===== config.mk =====
export PLATFORM = sky130hd
export DESIGN_NAME = fp64_exp_stage_flat
export DESIGN_NICKNAME = d
export VERILOG_FILES = /design/src/rtl/fp64_pkg.sv /design/src/rtl/fp64_exp_stage_if.sv /design/src/rtl/exp_bias_add.sv /design/src/rtl/fp64_exp_stage.sv /design/src/flat_wrapper.sv
export SDC_FILE = /design/constraint.sdc
export NUM_CORES = 1
export LEC_CHECK = 0
export CAP_MARGIN = 10
export CORE_MARGIN = 5
export CORE_UTILIZATION = 41
export CTS_CLUSTER_SIZE = 28
export DETAILED_ROUTE_END_ITERATION = 6
export HOLD_SLACK_MARGIN = 0.1
export PLACE_DENSITY_LB_ADDON = 0.05
export SYNTH_ARGS = -nofsm -noshare
export SYNTH_HDL_FRONTEND = slang
export SYNTH_SLANG_ARGS = --single-unit

===== constraint.sdc =====
create_clock -name clk -period 4.4 [get_ports clk]
set_input_delay 0.88 -clock clk [delete_from_list [all_inputs] [get_ports clk]]
set_output_delay 0.88 -clock clk [all_outputs]
set_load 0.05 [all_outputs]

===== src/rtl/fp64_pkg.sv =====
// ============================================================================
// fp64_pkg : binary64 field layout and exponent constants shared by the
//            exponent and mantissa paths.          rev 1.0
// ============================================================================
`default_nettype none

package fp64_pkg;

  localparam int BIAS     = 1023;
  localparam int EXP_W    = 11;
  localparam int EXP_MAX  = 2047;
  localparam int SIGN_BIT = 63;
  localparam int EXP_HI   = 62;
  localparam int EXP_LO   = 52;
  localparam int MAN_HI   = 51;
  localparam int MAN_LO   = 0;

  // Operands captured by stage 1
  typedef struct packed {
    logic             sign;
    logic [EXP_W-1:0] ea;
    logic [EXP_W-1:0] eb;
    logic             za;
    logic             zb;
    logic             sa;
    logic             sb;
  } s1_t;

  // Result held by stage 2
  typedef struct packed {
    logic           sign;
    logic [EXP_W:0] expo;
    logic           nz;
    logic           ovf;
    logic           unf;
    logic           spec;
  } res_t;

  // Subnormals are flushed, so a zero exponent field means zero
  function automatic logic is_zero(input logic [EXP_W-1:0] e);
    return (e == '0);
  endfunction

  function automatic logic is_special(input logic [EXP_W-1:0] e);
    return (e == '1);
  endfunction

endpackage

`default_nettype wire


===== src/rtl/fp64_exp_stage_if.sv =====
// ============================================================================
// fp64_exp_stage_if : operand/result handshake bundle of the exponent stage.
//                     rev 1.0
// ============================================================================
`default_nettype none

interface fp64_exp_stage_if;
  import fp64_pkg::*;

  logic             in_valid;
  logic             in_ready;
  logic [63:0]      a;
  logic [63:0]      b;
  logic             out_valid;
  logic             out_ready;
  logic             sign_out;
  logic [EXP_W:0]   exp_out;
  logic             nz_out;
  logic             ovf_out;
  logic             unf_out;
  logic             spec_out;

  modport master (
    output in_valid, a, b, out_ready,
    input  in_ready, out_valid, sign_out, exp_out, nz_out, ovf_out, unf_out, spec_out
  );

  modport slave (
    input  in_valid, a, b, out_ready,
    output in_ready, out_valid, sign_out, exp_out, nz_out, ovf_out, unf_out, spec_out
  );

endinterface

`default_nettype wire


===== src/rtl/exp_bias_add.sv =====
// ============================================================================
// exp_bias_add : ea + eb - BIAS as a 13-bit signed value with range compares.
//                rev 1.0
// ============================================================================
`default_nettype none

module exp_bias_add
  import fp64_pkg::*;
(
  input  wire logic [EXP_W-1:0] ea_i,
  input  wire logic [EXP_W-1:0] eb_i,
  output logic      [EXP_W:0]   e_o,
  output logic                  ge_max_o,
  output logic                  le_zero_o
);

  localparam logic signed [EXP_W+1:0] E_MAX  = (EXP_W+2)'(EXP_MAX);
  localparam logic signed [EXP_W+1:0] E_BIAS = (EXP_W+2)'(BIAS);

  logic signed [EXP_W+1:0] e_full;

  // Sum spans -1023..3071, which fits 13 bits signed
  assign e_full    = $signed({2'b00, ea_i}) + $signed({2'b00, eb_i}) - E_BIAS;
  assign e_o       = e_full[EXP_W:0];
  assign ge_max_o  = (e_full >= E_MAX);
  assign le_zero_o = (e_full <= 0);

endmodule

`default_nettype wire


===== src/rtl/fp64_exp_stage.sv =====
// ============================================================================
// fp64_exp_stage : two-stage valid/ready exponent path of the binary64
//                  multiplier (sign, biased exponent, class flags). rev 1.0
// ============================================================================
`default_nettype none

module fp64_exp_stage
  import fp64_pkg::*;
(
  input  wire logic        clk,
  input  wire logic        rst_n,
  fp64_exp_stage_if.slave  bus
);

  logic           s1_valid_q;
  s1_t            s1_q;
  s1_t            s1_d;
  logic           out_valid_q;
  res_t           res_q;
  res_t           res_d;
  logic           s2_adv;
  logic           in_rdy;
  logic [EXP_W:0] e_sum;
  logic           ge_max;
  logic           le_zero;
  logic           nz;
  logic           spec;
  logic           unused_man;

  // Mantissa bits belong to the mantissa stage
  assign unused_man = ^{bus.a[MAN_HI:MAN_LO], bus.b[MAN_HI:MAN_LO]};

  assign s2_adv = !out_valid_q || bus.out_ready;
  assign in_rdy = !s1_valid_q || s2_adv;

  always_comb begin
    s1_d      = '0;
    s1_d.sign = bus.a[SIGN_BIT] ^ bus.b[SIGN_BIT];
    s1_d.ea   = bus.a[EXP_HI:EXP_LO];
    s1_d.eb   = bus.b[EXP_HI:EXP_LO];
    s1_d.za   = is_zero(bus.a[EXP_HI:EXP_LO]);
    s1_d.zb   = is_zero(bus.b[EXP_HI:EXP_LO]);
    s1_d.sa   = is_special(bus.a[EXP_HI:EXP_LO]);
    s1_d.sb   = is_special(bus.b[EXP_HI:EXP_LO]);
  end

  exp_bias_add u_bias_add (
    .ea_i      (s1_q.ea),
    .eb_i      (s1_q.eb),
    .e_o       (e_sum),
    .ge_max_o  (ge_max),
    .le_zero_o (le_zero)
  );

  assign nz   = !(s1_q.za || s1_q.zb);
  assign spec = s1_q.sa || s1_q.sb;

  // Zero dominates special: 0 x Inf leaves exponent 0 and lets downstream pick NaN
  always_comb begin
    res_d      = '0;
    res_d.sign = s1_q.sign;
    res_d.nz   = nz;
    res_d.spec = spec;
    res_d.ovf  = nz && !spec && ge_max;
    res_d.unf  = nz && !spec && le_zero;
    if (res_d.unf || !nz)
      res_d.expo = '0;
    else if (spec)
      res_d.expo = '1;
    else
      res_d.expo = e_sum;
  end

  always_ff @(posedge clk or negedge rst_n) begin
    if (!rst_n) begin
      s1_valid_q  <= 1'b0;
      s1_q        <= '0;
      out_valid_q <= 1'b0;
      res_q       <= '0;
    end else begin
      if (in_rdy) begin
        s1_valid_q <= bus.in_valid;
        if (bus.in_valid)
          s1_q <= s1_d;
      end
      if (s2_adv) begin
        out_valid_q <= s1_valid_q;
        if (s1_valid_q)
          res_q <= res_d;
      end
    end
  end

  assign bus.in_ready  = in_rdy;
  assign bus.out_valid = out_valid_q;
  assign bus.sign_out  = res_q.sign;
  assign bus.exp_out   = res_q.expo;
  assign bus.nz_out    = res_q.nz;
  assign bus.ovf_out   = res_q.ovf;
  assign bus.unf_out   = res_q.unf;
  assign bus.spec_out  = res_q.spec;

endmodule

`default_nettype wire

===== src/flat_wrapper.sv =====
// flat-port wrapper written by rule: the top's interface ports become plain ports
module fp64_exp_stage_flat import fp64_pkg::*;
  (clk, rst_n, bus_in_valid, bus_a, bus_b, bus_out_ready, bus_in_ready, bus_out_valid, bus_sign_out, bus_exp_out, bus_nz_out, bus_ovf_out, bus_unf_out, bus_spec_out);
  fp64_exp_stage_if bus_i ();
  input  wire logic clk;
  input  wire logic rst_n;
  input wire logic [$bits(bus_i.in_valid)-1:0] bus_in_valid;
  input wire logic [$bits(bus_i.a)-1:0] bus_a;
  input wire logic [$bits(bus_i.b)-1:0] bus_b;
  input wire logic [$bits(bus_i.out_ready)-1:0] bus_out_ready;
  output wire logic [$bits(bus_i.in_ready)-1:0] bus_in_ready;
  output wire logic [$bits(bus_i.out_valid)-1:0] bus_out_valid;
  output wire logic [$bits(bus_i.sign_out)-1:0] bus_sign_out;
  output wire logic [$bits(bus_i.exp_out)-1:0] bus_exp_out;
  output wire logic [$bits(bus_i.nz_out)-1:0] bus_nz_out;
  output wire logic [$bits(bus_i.ovf_out)-1:0] bus_ovf_out;
  output wire logic [$bits(bus_i.unf_out)-1:0] bus_unf_out;
  output wire logic [$bits(bus_i.spec_out)-1:0] bus_spec_out;
  assign bus_i.in_valid = bus_in_valid;
  assign bus_i.a = bus_a;
  assign bus_i.b = bus_b;
  assign bus_i.out_ready = bus_out_ready;
  assign bus_in_ready = bus_i.in_ready;
  assign bus_out_valid = bus_i.out_valid;
  assign bus_sign_out = bus_i.sign_out;
  assign bus_exp_out = bus_i.exp_out;
  assign bus_nz_out = bus_i.nz_out;
  assign bus_ovf_out = bus_i.ovf_out;
  assign bus_unf_out = bus_i.unf_out;
  assign bus_spec_out = bus_i.spec_out;
  fp64_exp_stage u_core (.clk(clk), .rst_n(rst_n), .bus(bus_i));
endmodule

; ---- After elaboration in Yosys (flattened, before gate mapping)
; Cells that the tools add are included.
[classes]
n_addsub = 2
mul = 0
n_div = 0
order_cmp = 2
n_eq_ne = 2
shift = 0
n_mux = 2
n_bitwise = 1
reduce_logical = 16
[ops]
columns = op, n
row1 = $mux W12, 2
row2 = $eq A11 B11 Y1 const B, 2
row3 = $logic_not A11 Y1, 2
row4 = $ge A13 B12 Y1 const B, 1
row5 = $le A13 B1 Y1 const B, 1
row6 = $sub A12 B10 Y13 const B, 1
row7 = $add A11 B11 Y12, 1
row8 = $logic_or A1 B1 Y1, 5
row9 = $logic_not A1 Y1, 4
row10 = $reduce_and A2 Y1, 2
row11 = $logic_and A1 B1 Y1, 3
row12 = $xor A1 B1 Y1, 1
[totals]
reg_bits = 46
latchBits = 0
ramBits = 0
romBits = 0
in_bits = 132
output_inout_bits = 19
wordCells = 40
memories = 0

; ---- Depth between registers and ports, before layout
[logic_depth]
depth_word = 6
depth_mapped = 12

; ---- Cells and area by module
; Synthesis repeated with hierarchy kept, for this count alone.
[unflattened]
hier_cells = 250
hier_area_um2 = 2805.2
[by_module_without_submodules]
columns = module, n_inst, cells_each, area_each_um2, seq_area_each_um2
row1 = fp64_exp_stage, 1, 138, 1895.6, 1151.1
row2 = exp_bias_add, 1, 112, 909.6, 0.0

; ---- Worst setup path before layout
; Ideal clock, no wire load.
[synth_timing]
path_kind = register -> register
from = register u_core.s1_q[5] in the netlist's numbering
to = register u_core.res_q (netlist bit u_core.bus.ovf_out)
t_arrival_ns = 2.594
required_ns = 4.279
path_slack_ns = 1.685
path_stages_with_launch = 11
synth_period_minus_slack_ns = 2.715
path_cell_list = dfrtp_1 > ha_1 > ha_1 > fa_1 > a21o_1 > a221oi_2 > a211oi_1 > a211oi_2 > xor2_1 > o41ai_1 > a22o_1
[synth_between]
elab_chain_cells = 4
[synth_lines]
columns = element, line
row1 = start: declaration, fp64_exp_stage.sv:16  ; s1_t s1_q;
row2 = start signal: assignment, fp64_exp_stage.sv:77  ; s1_q <= '0;
row3 = start signal: assignment, fp64_exp_stage.sv:84  ; s1_q <= s1_d;
row4 = $add A11 B11 Y12, exp_bias_add.sv:23  ; assign e_full = $signed({2'b00, ea_i}) + $signed({2'b00, eb_i}) - E_BIAS;
row5 = $sub A12 B10 Y13, exp_bias_add.sv:23
row6 = $ge A13 B12 Y1, exp_bias_add.sv:25  ; assign ge_max_o = (e_full >= E_MAX);
row7 = $logic_and A1 B1 Y1, fp64_exp_stage.sv:64  ; res_d.ovf = nz && !spec && ge_max;
row8 = end signal: assignment, fp64_exp_stage.sv:89  ; res_q <= res_d;
row9 = end: declaration, fp64_exp_stage.sv:19  ; res_t res_q;
; Every way passes these cells.
; A chain may end at the register's enable or synchronous reset.

; ---- Worst setup path in the final report
[layout_timing]
from = input bus_out_ready
to = output bus_in_ready
[layout_between]
elab_chain_cells = 2
[layout_lines]
columns = element, line
row1 = start: declaration, flat_wrapper.sv:10  ; input wire logic [$bits(bus_i.out_ready)-1:0] bus_out_ready;
row2 = $logic_or A1 B1 Y1, fp64_exp_stage.sv:33  ; assign s2_adv = !out_valid_q || bus.out_ready;
row3 = $logic_or A1 B1 Y1, fp64_exp_stage.sv:34  ; assign in_rdy = !s1_valid_q || s2_adv;
row4 = end: declaration, flat_wrapper.sv:11  ; output wire logic [$bits(bus_i.in_ready)-1:0] bus_in_ready;
; Every way passes these cells.

==> reports/qor.txt <==
==========================================================================================
Total die area                                                                    7840 um2
Post-synthesis instance area                                                      2530 um2
CTS buffer count                                                                         5
Max-cap violation count                                                                  0
Number of global-route vias before repair                                            1,863
Post-Synthesis Net Count                                                               379
Yosys reg bits                                                                          46
Leakage                                                                            1.40 nW
Drt first pass iters                                                                     4
Portion of the post-synthesis area used by sequential elements                       45.5%
Number of standard-cell rows in the floorplan                                           28
Initial standard-cell utilization of the core                                        42.5%
Final hold violation count                                                               0
Syn_area_per_cell                                                                 11.2 um2
Mean routed wirelength per cell                                                    15.2 um
Net count of the finished layout                                                       428
Simple-gate share of the synthesized area                                            14.6%
Start of the worst register-to-register path                                  u_core.s1_q[5]
Horiz. Die Dim                                                                     88.5 um
Portion of the clock cycle consumed by the worst path in the final layout            72.4%
Wire length of the first global-routing pass                                       9020 um
Vertical die dimension                                                             88.5 um
Fraction of the mapped netlist area in compound gates                                12.7%
I/O pin cnt                                                                            151
Latest clock arrival within the worst-skew pair                                     300 ps
Endpoint of the most critical setup path                                      bus_in_ready
Maximum number of pins on one net before global-route repair                            47
Share of final-layout standard cells stronger than drive strength 1                  11.3%
Startpoint of the worst setup timing path                                     bus_out_ready
Type of the worst setup path                                                        in2out
Post-synth EDFFs                                                                         0
Outcome                                                                       complete, no violations
GPL Wtd Cong                                                                         0.811
Count of cells resized by post-cts repair                                                0
Critical Path RT                                                                   3520 ps
Clock skew                                                                         14.3 ps
Setup TNS                                                                             0 ps
Largest vdd supply drop                                                           0.308 mV
Global router's overall resource usage                                               14.8%
Number of buffers added on ports                                                        46
Startpoint types                                                                 input pin
Layout-stage area growth over the synthesis result                                   24.3%
Final design utilization                                                             52.8%
Worst R2R End                                                                 u_core.bus.ovf_out
CTS tree                                                                              done
Number of H-tree levels                                                                  2
Fraction of synthesized cell area in xor and xnor cells                              3.12%
Antenna violations before repair                                                         0
Class of the worst hold path                                                       reg2reg
Share of synthesized cell area in full adder, half adder and majority cells          11.2%
DPL Wire Length                                                                    4240 um
Dominant combinational cell family by area after synthesis                    simple AND/OR/NAND/NOR gates
Setup fix buffers added after clock tree synthesis                                       0
Type of destination of the critical path                                      primary output
Synth Warn #                                                                             0
Clock root buffer                                                             sky130_fd_sc_hd__clkbuf_8
Main flop type after synthesis                                                sky130_fd_sc_hd__dfrtp_1
Critical Path AT                                                                   2310 ps
Total Power Consumption                                                          0.00171 W
Final critical delay including setup and external delays                           3190 ps
Maximum clock frequency                                                            314 MHz
Worst-path clk slew                                                                  70 ps
Post-synth cell types                                                                   40
Hold-fix buffers at CTS                                                                  0
Clock Sink Count                                                                        46
Final Setup Violations                                                                   0
Final hold slack                                                                    492 ps
Worst slack after detailed placement                                               1200 ps
Largest fanout on the critical path                                                      3
Bufs on Longest Clock Path                                                               2
DRT Wirelength                                                                     5290 um
Number of slew-limit violations in the final report                                      0
Setup repair after global routing missed its margin                                  false
Number of antenna repair diodes                                                          0
Worst-case setup margin in the final layout                                        1210 ps
Max-slew headroom at the worst pin                                                   24.8%
Global route total overflow                                                              0
Post-synthesis instance total                                                          225
Vias                                                                                 1,831
Fraction of registers with async set or reset after synthesis                         100%
Number of nets with antenna violations after detailed routing                            0
Worst Max-Slew Pin Slew                                                            1120 ps
Setup slack of the worst register-to-register path                                 1360 ps
Post-route DRC violation count                                                           0
Worst Reg2Reg Path Length in Cells                                                      10
Power density cells                                                             544 nW/um2
Core Box Area                                                                     5960 um2
Mux cell area share after synthesis                                                  10.6%
Detailed-route vias per instance                                                      5.25
Detailed router's first-iteration violation count                                       36
==========================================================================================
sequential cells by signal (all words and copies together) (netlist names):
| signal | flops |
|---|---|
| u_core.s1_q | 26 |
| u_core.bus.exp_out | 12 |
| u_core.bus.nz_out | 1 |
| u_core.bus.out_valid | 1 |
| u_core.bus.ovf_out | 1 |
| u_core.bus.sign_out | 1 |
| u_core.bus.spec_out | 1 |
| u_core.bus.unf_out | 1 |
| u_core.res_d | 1 |
| u_core.s1_valid_q | 1 |
Yosys cell counts, types with 2 or more instances:
master | number | area, um2
sky130_fd_sc_hd__a211oi_1 | 2 | 15.0
sky130_fd_sc_hd__a21o_1 | 6 | 45.0
sky130_fd_sc_hd__a21oi_1 | 3 | 15.0
sky130_fd_sc_hd__a22o_1 | 13 | 114
sky130_fd_sc_hd__a31oi_1 | 2 | 12.5
sky130_fd_sc_hd__buf_1 | 3 | 11.3
sky130_fd_sc_hd__clkbuf_1 | 2 | 7.51
sky130_fd_sc_hd__dfrtp_1 | 46 | 1150
sky130_fd_sc_hd__ha_1 | 21 | 263
sky130_fd_sc_hd__inv_1 | 7 | 26.3
sky130_fd_sc_hd__mux2_1 | 6 | 67.6
sky130_fd_sc_hd__mux2_2 | 17 | 191
sky130_fd_sc_hd__nand2_1 | 23 | 86.3
sky130_fd_sc_hd__nand2b_1 | 7 | 43.8
sky130_fd_sc_hd__nand3_1 | 5 | 25.0
sky130_fd_sc_hd__nand3b_1 | 2 | 15.0
sky130_fd_sc_hd__nand4_1 | 8 | 50.1
sky130_fd_sc_hd__nand4b_1 | 2 | 17.5
sky130_fd_sc_hd__nor2_1 | 9 | 33.8
sky130_fd_sc_hd__nor3_1 | 2 | 10.0
sky130_fd_sc_hd__nor4_1 | 6 | 37.5
sky130_fd_sc_hd__o21ai_0 | 2 | 10.0
sky130_fd_sc_hd__o21ai_1 | 6 | 30.0
sky130_fd_sc_hd__or3_1 | 2 | 12.5
sky130_fd_sc_hd__xnor2_1 | 5 | 43.8
sky130_fd_sc_hd__xor2_1 | 4 | 35.0
routing by layer:
layer | share of wire (%) | up-vias | track usage, %
li1 | - | 934 | -
met1 | 48 | 840 | 20.0
met2 | 44 | 47 | 23.3
met3 | 5.6 | 10 | 3.45
met4 | 2.1 | 0 | 5.08
met5 | 0 | - | 0
stage by stage:
step,cells,instance area (um2)
after floorplan,225,2530
after global placement,342,3060
after detailed placement,342,3060
after CTS,349,3140
after global routing,349,3140
final,349,3140
cells by family after synthesis:
family / Yosys count
compound gates: 40
xor+xnor: 9
fa+ha+maj: 22
buf+inv: 13
flops: 46
mux: 24
simple gates: 71
worst min-delay path by stage:
| stage | slack (ps) | startpoint | depth (start not counted) | to |
|---|---|---|---|---|
| final | 490 | u_core.bus.spec_out | 2 | u_core.bus.spec_out |
| after global routing | 520 | u_core.bus.spec_out | 2 | u_core.bus.spec_out |
| after CTS | 500 | u_core.bus.spec_out | 2 | u_core.bus.spec_out |
| after detailed placement | 480 | u_core.res_d[16] | 2 | u_core.res_d[16] |
| after global placement | 460 | u_core.res_d[16] | 2 | u_core.res_d[16] |
| after floorplan | 450 | u_core.res_d[16] | 2 | u_core.res_d[16] |
critical path: stages:
cell and delay, ps:
sky130_fd_sc_hd__clkdlybuf4s50_1 460, sky130_fd_sc_hd__nand3b_1 150, sky130_fd_sc_hd__clkdlybuf4s50_1 820
cells in the final DEF, fill, tap and decap left out, types with 7 or more instances in the layout:
master	n
sky130_fd_sc_hd__a22o_1	13
sky130_fd_sc_hd__clkdlybuf4s50_1	45
sky130_fd_sc_hd__inv_1	7
sky130_fd_sc_hd__nand2_1	23
sky130_fd_sc_hd__nor2_1	9
sky130_fd_sc_hd__nand2b_1	7
sky130_fd_sc_hd__mux2_2	17
sky130_fd_sc_hd__dfrtp_1	46
sky130_fd_sc_hd__nand4_1	8
sky130_fd_sc_hd__ha_1	21
final cells by class:
| cell class | instances | area (um2) |
|---|---|---|
| clock inverter | 1 | 7.51 |
| fill | 565 | 2810 |
| sequential | 46 | 1150 |
| timing repair buffer | 48 | 470 |
| inverter | 7 | 26.3 |
| multi-input combinational | 166 | 1320 |
| tap | 75 | 93.8 |
| clock buffer | 6 | 72.6 |
report_power, final:
group	switching, W	internal [W]	leakage, nW	total [W]
clock network	0.000141	0.000109	0.0373	0.000250
registers	0.0000536	0.000515	0.561	0.000568
logic	0.000529	0.000364	0.798	0.000893
(Power assumes the default switching activity.)
